--- src/rtl/alu_operand_issue.sv ---
// alu_operand_issue
// Streaming wrapper around a combinational ALU: operand words are queued in
// a small FIFO, issued one pair per cycle to the ALU through the src_1/src_2
// registers, and each result is captured with its operands in an output
// register that supports valid/ready backpressure.
module alu_operand_issue #(
  parameter int DEPTH      = 4,
  parameter int DATA_WIDTH = 32
) (
  input  logic                             clk,
  input  logic                             rst_n,
  input  logic                             in_valid,
  output logic                             in_ready,
  input  logic [2*DATA_WIDTH-1:0]          in_data,
  output logic [DATA_WIDTH-1:0]            src_1,
  output logic [DATA_WIDTH-1:0]            src_2,
  input  logic [DATA_WIDTH:0]              alu_result,
  output logic                             out_valid,
  input  logic                             out_ready,
  output logic [DATA_WIDTH-1:0]            out_src_1,
  output logic [DATA_WIDTH-1:0]            out_src_2,
  output logic [DATA_WIDTH:0]              out_result,
  output logic [$clog2(DEPTH):0]           count
);

  localparam int PTR_W = (DEPTH > 1) ? $clog2(DEPTH) : 1;
  localparam int CNT_W = $clog2(DEPTH) + 1;
  localparam logic [CNT_W-1:0] FULL_CNT = CNT_W'(DEPTH);
  localparam logic [CNT_W-1:0] ONE_CNT  = CNT_W'(1);
  localparam logic [PTR_W-1:0] ONE_PTR  = PTR_W'(1);

  // FIFO storage and bookkeeping
  logic [2*DATA_WIDTH-1:0] r_mem [DEPTH];
  logic [PTR_W-1:0]        r_wr_ptr;
  logic [PTR_W-1:0]        r_rd_ptr;
  logic [CNT_W-1:0]        r_count;

  // Operand stage
  logic                    r_op_valid;
  logic [DATA_WIDTH-1:0]   r_src_1;
  logic [DATA_WIDTH-1:0]   r_src_2;

  // Result stage
  logic                    r_out_valid;
  logic [DATA_WIDTH-1:0]   r_out_src_1;
  logic [DATA_WIDTH-1:0]   r_out_src_2;
  logic [DATA_WIDTH:0]     r_out_result;

  // Handshake / stage-advance strobes
  logic                    w_in_ready;
  logic                    w_push;
  logic                    w_res_load;
  logic                    w_op_load;
  logic [2*DATA_WIDTH-1:0] w_head;

  // Stage-advance decisions; the result stage frees first so the operand
  // stage can refill in the same cycle, giving one result per cycle.
  always_comb begin
    w_in_ready = 1'b0;
    if (rst_n) begin
      w_in_ready = (r_count != FULL_CNT);
    end else begin
      w_in_ready = 1'b0;
    end
    w_push     = in_valid && w_in_ready;
    w_res_load = r_op_valid && (!r_out_valid || out_ready);
    w_op_load  = (r_count != {CNT_W{1'b0}}) && (!r_op_valid || w_res_load);
    w_head     = r_mem[r_rd_ptr];
  end

  // FIFO data write; entries are not reset, occupancy tracking makes them don't-care
  always_ff @(posedge clk) begin
    if (w_push) begin
      r_mem[r_wr_ptr] <= in_data;
    end else begin
      r_mem[r_wr_ptr] <= r_mem[r_wr_ptr];
    end
  end

  // FIFO pointers and occupancy counter
  always_ff @(posedge clk) begin
    if (!rst_n) begin
      r_wr_ptr <= {PTR_W{1'b0}};
      r_rd_ptr <= {PTR_W{1'b0}};
      r_count  <= {CNT_W{1'b0}};
    end else begin
      if (w_push) begin
        r_wr_ptr <= r_wr_ptr + ONE_PTR;
      end else begin
        r_wr_ptr <= r_wr_ptr;
      end
      if (w_op_load) begin
        r_rd_ptr <= r_rd_ptr + ONE_PTR;
      end else begin
        r_rd_ptr <= r_rd_ptr;
      end
      case ({w_push, w_op_load})
        2'b10:   r_count <= r_count + ONE_CNT;
        2'b01:   r_count <= r_count - ONE_CNT;
        default: r_count <= r_count;
      endcase
    end
  end

  // Operand stage: load the FIFO head into the ALU operand registers
  always_ff @(posedge clk) begin
    if (!rst_n) begin
      r_op_valid <= 1'b0;
      r_src_1    <= {DATA_WIDTH{1'b0}};
      r_src_2    <= {DATA_WIDTH{1'b0}};
    end else if (w_op_load) begin
      r_op_valid <= 1'b1;
      r_src_1    <= w_head[2*DATA_WIDTH-1:DATA_WIDTH];
      r_src_2    <= w_head[DATA_WIDTH-1:0];
    end else if (w_res_load) begin
      r_op_valid <= 1'b0;
      r_src_1    <= r_src_1;
      r_src_2    <= r_src_2;
    end else begin
      r_op_valid <= r_op_valid;
      r_src_1    <= r_src_1;
      r_src_2    <= r_src_2;
    end
  end

  // Result stage: capture ALU output with its operands, hold under backpressure
  always_ff @(posedge clk) begin
    if (!rst_n) begin
      r_out_valid  <= 1'b0;
      r_out_src_1  <= {DATA_WIDTH{1'b0}};
      r_out_src_2  <= {DATA_WIDTH{1'b0}};
      r_out_result <= {(DATA_WIDTH+1){1'b0}};
    end else if (w_res_load) begin
      r_out_valid  <= 1'b1;
      r_out_src_1  <= r_src_1;
      r_out_src_2  <= r_src_2;
      r_out_result <= alu_result;
    end else if (r_out_valid && out_ready) begin
      r_out_valid  <= 1'b0;
      r_out_src_1  <= r_out_src_1;
      r_out_src_2  <= r_out_src_2;
      r_out_result <= r_out_result;
    end else begin
      r_out_valid  <= r_out_valid;
      r_out_src_1  <= r_out_src_1;
      r_out_src_2  <= r_out_src_2;
      r_out_result <= r_out_result;
    end
  end

  assign in_ready   = w_in_ready;
  assign src_1      = r_src_1;
  assign src_2      = r_src_2;
  assign out_valid  = r_out_valid;
  assign out_src_1  = r_out_src_1;
  assign out_src_2  = r_out_src_2;
  assign out_result = r_out_result;
  assign count      = r_count;

endmodule

--- config.mk ---
export PLATFORM = sky130hd
export DESIGN_NAME = alu_operand_issue
export DESIGN_NICKNAME = d
export VERILOG_FILES = /design/src/rtl/alu_operand_issue.sv
export SDC_FILE = /design/constraint.sdc
export NUM_CORES = 1
export LEC_CHECK = 0
export CAP_MARGIN = 40
export CORE_ASPECT_RATIO = 1.25
export CORE_UTILIZATION = 48
export DETAILED_ROUTE_END_ITERATION = 8
export PLACE_DENSITY = 0.86
export SLEW_MARGIN = 20
export SYNTH_ARGS = -nofsm -noshare
export SYNTH_HDL_FRONTEND = slang
export SYNTH_SLANG_ARGS = --single-unit
--- constraint.sdc ---
create_clock -name clk -period 3.1 [get_ports clk]
set_clock_uncertainty 0.15 [all_clocks]
set_input_delay 0.465 -clock clk [delete_from_list [all_inputs] [get_ports clk]]
set_output_delay 0.465 -clock clk [all_outputs]
set_load 0.005 [all_outputs]
==> metrics.txt, run 1 <==
worst-path cell chain nor2_1, a21oi_1, clkdlybuf4s50_1; Via density ~5.8; Synth cell types 31; Final Setup Violations 0; critical path capture point type output port; Die X approximately 160 um; peak fanout along the critical path 5; initial antenna violation count 4; worst-skew pair later-pin latency about 530 ps; CP max stage cell clkdlybuf4s50_1; num rows 73; Simple-Gate Fraction of Synth Area 0.0546; CTS resizes 0; crit path from count[0]$_SDFFE_PN0P_; Worst EP required 2480 ps; FF+latch count, synth 426; Clock transition at path regs roughly 60 ps; XOR/XNOR share of the synthesized area 0.00112; Max Transition Viols Final 0; relative slew slack 0.446; Synth Area in Compound Gates 0.102; Crit path max-delay family buffers and inverters; share of post-route cells with drive strength above 1 0.128; sequential area share after synthesis 0.711; worst slew pin tran just over 800 ps; Via Count approximately 10k; fmax ~410 MHz; height of the die between 200 and 250 um; number of port buffers approximately 270; Routed Antenna Nets 0; Adder-Cell Fraction of Synth Area 0.00530; Setup TNS 0 ps; CP Data Arrival Time approximately 1800 ps; Finished Layout Cells around 1.7k; TritonRoute pass-1 iters 7; die footprint 33200 um2; worst r2r src count[0]$_SDFFE_PN0P_; commonest non-fill, non-tap cell in the layout clkdlybuf4s50_1; clock sinks 426; CTS root buf clkbuf_16; DRC errors left 0; final setup margin 650 ps; crit-path max cell delay roughly 540 ps; mux share of post-synthesis cell area 0.0944; initial DRC count 841; cts hold-fix bufs 0; worst path bufs/invs 1; fin crit share 0.790; worst hold path type register to register; CTS tree built; WL final 37600 um; Multi-input gate area 4050 um2; nets@finish roughly 1.4k; largest net degree at the start of global routing 67; Final Critical Period around 2400 ps; H-tree depth 2; Power Density ~830 nW/um2; synthesized instance count 1047; crit path launch type register; GP Congestion between 0.7 and 0.8; first-pass GRT wire length 58200 um; run status complete, no violations; Initial Utilization 0.489; Hold Startpoint out_src_2[12]$_SDFFE_PN0P_; Final Hold Fails 0; number of warnings issued by yosys 0; Setup Slack @ Placement around 160 ps; core area between 30000 and 40000 um2; num ports 267; DR WL/cell between 20 and 25 um; syn nets between 1k and 1.5k; grt ovf 0; Post-DP HPWL 22700 um; Worst Setup Path Type register to output port; deepest clock path buffer count 3; gr usage total 0.230; most frequent cells in the layout clkdlybuf4s50_1, edfxtp_1, dfxtp_1, a21oi_1, nand3_1; CTS buffer count between 40 and 50; # Post-CTS Setup Buffers 0; hold slack 322 ps; fillers between 2k and 2.5k; RSZ-0062 raised after global routing false; worst vdd ir 0.774 mV; combinational family with the most area after synthesis compound AO/OA/AOI/OAI gates; max-cap violations 0; Post-Synthesis Cell Area 15600 um2; Area Growth Syn to Fin 28.3%; vias in the first global route ~10k; Mapped Avg Cell Area approximately 15 um2; leakage about 6.4 nW; placed cells roughly 1.7k; Seq. cell area 11100 um2
## synth_stat cells
master / count / area share
inv_1: 5 / 0.0012
and3b_1: 1 / 0.00056
or4_1: 1 / 0.00048
nor3_4: 2 / 0.0021
mux4_2: 64 / 0.092
dfxtp_1: 170 / 0.22
nand2_1: 67 / 0.016
edfxtp_1: 256 / 0.49
o21ai_0: 38 / 0.012
nor2b_1: 1 / 0.00040
ha_1: 5 / 0.0040
clkbuf_1: 53 / 0.013
a211oi_2: 1 / 0.00080
o2bb2ai_1: 64 / 0.036
a21oi_1: 103 / 0.033
and2_1: 4 / 0.0016
xnor2_1: 1 / 0.00056
fa_1: 1 / 0.0013
nor2_1: 4 / 0.00096
inv_2: 3 / 0.00072
xor2_1: 1 / 0.00056
o31ai_1: 1 / 0.00048
buf_2: 17 / 0.0055
o21ai_1: 61 / 0.020
mux2i_1: 3 / 0.0019
buf_1: 6 / 0.0014
or3_1: 2 / 0.00080
buf_4: 2 / 0.00096
buf_6: 12 / 0.0087
nand2b_1: 1 / 0.00040
nand3_1: 97 / 0.031
## where the power goes
group          leakage [nW]  internal [mW]  switching, mW
clock network         0.614           2.72           2.07
logic                  2.05           2.26           2.08
registers              3.71           6.83          0.686
total                  6.37           11.8           4.84
## metal layers
| metal | track usage | up-vias | wire length, um |
|---|---|---|---|
| met2 | 0.401 | 413 | 19300 |
| li1 | - | 4514 | - |
| met5 | 0 | - | 12 |
| met1 | 0.270 | 5026 | 14100 |
| met4 | 0.101 | 2 | 1310 |
| met3 | 0.0508 | 92 | 2900 |
## cell type report
cell class	instances	area share
inverter	8	0.00169
sequential	426	0.555
timing repair buffer	294	0.150
clock buffer	51	0.0552
antenna	3	0.000375
tap	412	0.0258
multi-input combinational	523	0.202
clock inverter	22	0.00938
## worst register-to-register path, cell delays in order, from the launching register on
cell and delay (ps):
dfxtp_1 490, nor2_1 120, a211oi_2 300, inv_1 70
ha_1 240, fa_1 390, xnor2_1 150, or3_1 310
a21oi_1 140
## state kept, by name (all words and copies together) (netlist names), 2 cells and up
signal	count
count	3
out_result	33
out_src_1	32
out_src_2	32
r_mem	256
r_rd_ptr	2
r_wr_ptr	2
src_1	32
src_2	32
## final timing paths
path	endpoint	slack, ps	cells after the start
max reg2reg	count[2]$_SDFFE_PN0P_	670	8
min	out_src_2[12]$_SDFFE_PN0P_	320	2
max	in_ready	650	3
min reg2reg	out_src_2[12]$_SDFFE_PN0P_	320	2
## cell families after synthesis
group	after synthesis
flip-flops	426
AO/OA/AOI/OAI	268
AND/OR/NAND/NOR	180
buffers and inverters	98
multiplexers	67
adder cells (fa/ha/maj)	6
XOR/XNOR	2
## metrics by stage
step | power (mW) | utilization | instance area (um2)
floorplan | 9.85 | - | 15600
CTS | 16.8 | 0.626 | 20000
global placement | 11.8 | 0.584 | 18600
detailed placement | 12.0 | 0.586 | 18700
global route | 17.4 | 0.627 | 20000
finish | 16.6 | 0.627 | 20000
Power figures use the tool's default switching activity.
==> run 2, diff against run 1 <==
- CORE_UTILIZATION: 48 -> 53
- PLACE_DENSITY: 0.86 -> 0.9
- clock period: 3.1 -> 2.35 ns (I/O delays scaled with it)
==> metrics.txt, run 2 (synthesis gave the netlist of run 1 again) <==
run status complete, no violations (unchanged); critical path capture point type register (was output port); Clock transition at path regs 60 ps (about the same); height of the die 194 um (was 204 um); DR WL/cell 21.8 um (was 21.6 um); worst setup path end count[2]$_SDFFE_PN0P_ (was in_ready); max-cap violations 0 (unchanged); Worst Setup Path Type register to register (was register to output port); placed cells 1654 (was 1662); fin crit share 0.929; gr usage total 0.251 (was 0.230); num rows 69 (was 73); fmax approximately 460 MHz; num ports 267 (unchanged); core area 28700 um2 (was 31900 um2); Worst EP required 2640 ps (was 2480 ps); Via density 5.85 (was 5.78); clock sinks 426 (unchanged); relative slew slack 0.434 (was 0.446); CTS root buf clkbuf_16 (unchanged); TritonRoute pass-1 iters 6 (was 7); # Post-CTS Setup Buffers 0 (unchanged); Final Setup Violations 0 (unchanged); max reg flops 256 (unchanged); fillers 1842 (was 2247); worst vdd ir 0.931 mV (was 0.774 mV); CTS buffer count 41 (unchanged); Via Count 10.1k (was 10.0k); Max Transition Viols Final 0 (unchanged); crit path from count[0]$_SDFFE_PN0P_ (unchanged); number of port buffers 266 (unchanged); initial antenna violation count 7 (was 4); share of post-route cells with drive strength above 1 0.143 (was 0.128); Reg2Reg Depth 8 (unchanged); leakage 6.56 nW (was 6.37 nW); RSZ-0062 raised after global routing false (unchanged); crit-path max cell delay 390 ps (was 540 ps); Final Critical Period ~2200 ps; reg-to-reg slack, setup 170 ps (was 670 ps); crit path launch type register (unchanged); first-pass GRT wire length 57900 um (was 58200 um); hold slack 254 ps (was 322 ps); worst slew pin tran 849 ps (was 831 ps); Routed Antenna Nets 0 (unchanged); vias in the first global route 10.4k (about the same); nets@finish 1414 (was 1401); fin util 0.708 (was 0.627); Die X 155 um (was 163 um); GP Congestion 0.771 (was 0.789); CP Data Arrival Time 2470 ps (was 1830 ps); most frequent cells in the layout clkdlybuf4s50_1, edfxtp_1, dfxtp_1, a21oi_1, nand3_1 (unchanged); reg2reg end count[2]$_SDFFE_PN0P_ (unchanged); total power 22.7 mW (was 16.6 mW); Setup TNS 0 ps (unchanged); peak fanout along the critical path 5 (unchanged); commonest non-fill, non-tap cell in the layout clkdlybuf4s50_1 (unchanged); worst-skew pair later-pin latency 520 ps (was 530 ps); CTS tree built (unchanged); initial DRC count 745 (was 841); Post-DP HPWL 23400 um (was 22700 um); Area Growth Syn to Fin 30.2% (was 28.3%); Largest Register r_mem (unchanged); Power Density 1120 nW/um2 (was 832 nW/um2); H-tree depth 2 (unchanged); worst-path cell chain nor2_1, a211oi_2, inv_1, ha_1, fa_1, xnor2_1, or3_1, a21oi_1 (was nor2_1, a21oi_1, clkdlybuf4s50_1); worst r2r src count[0]$_SDFFE_PN0P_ (unchanged); Initial Utilization 0.544 (was 0.489); Finished Layout Cells 1733 (was 1739); WL final 37800 um (was 37600 um); largest net degree at the start of global routing 99 (was 67); worst hold path type primary input to register (was register to register); CP max stage cell dfxtp_4 (was clkdlybuf4s50_1); grt ovf 0 (unchanged); DRC errors left 0 (unchanged); Final Hold Fails 0 (unchanged); deepest clock path buffer count 3 (unchanged); die footprint 30100 um2 (was 33200 um2)
==> run 2: critical path, delay by kind of cell, from the launching register on <==
| kind | cells | cell delay (ps) |
|---|---|---|
| flops | 1 | 390 |
| buf+inv | 1 | 70 |
| compound gates | 2 | 350 |
| fa+ha+maj | 2 | 620 |
| simple gates | 2 | 380 |
| xor+xnor | 1 | 150 |
==> run 2: layout make-up <==
type	instances	area [um2]	area share
flip-flops and latches	426	11100	0.547
clock inverters	25	282	0.0139
repair buffers	307	3190	0.157
well taps	390	488	0.0240
diodes	3	7.51	0.000370
clock buffers	51	1150	0.0565
multi-input cells	523	4050	0.199
inverters	8	33.8	0.00166
==> run 2: stage by stage <==
step	area, um2	worst slack [ps]
after floorplan	15600	-25.3
after global placement	18800	-227
after detailed placement	18900	-246
after CTS	20300	113
after global routing	20300	14.8
final	20300	166
==> run 2: power breakdown <==
group	leakage, nW	internal [mW]	switching (mW)	total (mW)
clock network	0.703	4.06	2.77	6.83
logic	2.14	3.17	2.86	6.03
registers	3.71	9.01	0.847	9.85
total	6.56	16.2	6.48	22.7
==> run 2: routing by layer <==
layer / vias to the layer above / global-route usage / share of wire
met5: - / 0 / 0.0011
met4: 8 / 0.0973 / 0.032
met3: 98 / 0.0563 / 0.083
met2: 479 / 0.432 / 0.50
met1: 5010 / 0.307 / 0.38
li1: 4536 / - / -
==> run 2: timing repair <==
item | 4_1_cts | 5_1_grt
setup endpoints to repair | 0 | 1
hold buffers | 0 | 0
gates resized for setup | 0 | 1
==> run 2: worst min path at each step <==
stage,from,endpoint,slack [ps],cells past startpoint
2_1_floorplan,in_data[0],r_mem[0][0]$_DFFE_PP_,300,0
5_1_grt,alu_result[4],out_result[4]$_SDFFE_PN0P_,250,3
6_report,alu_result[32],out_result[32]$_SDFFE_PN0P_,250,3
3_3_place_gp,out_src_1[26]$_SDFFE_PN0P_,out_src_1[26]$_SDFFE_PN0P_,310,2
3_5_place_dp,out_src_2[21]$_SDFFE_PN0P_,out_src_2[21]$_SDFFE_PN0P_,320,2
4_1_cts,alu_result[32],out_result[32]$_SDFFE_PN0P_,240,3
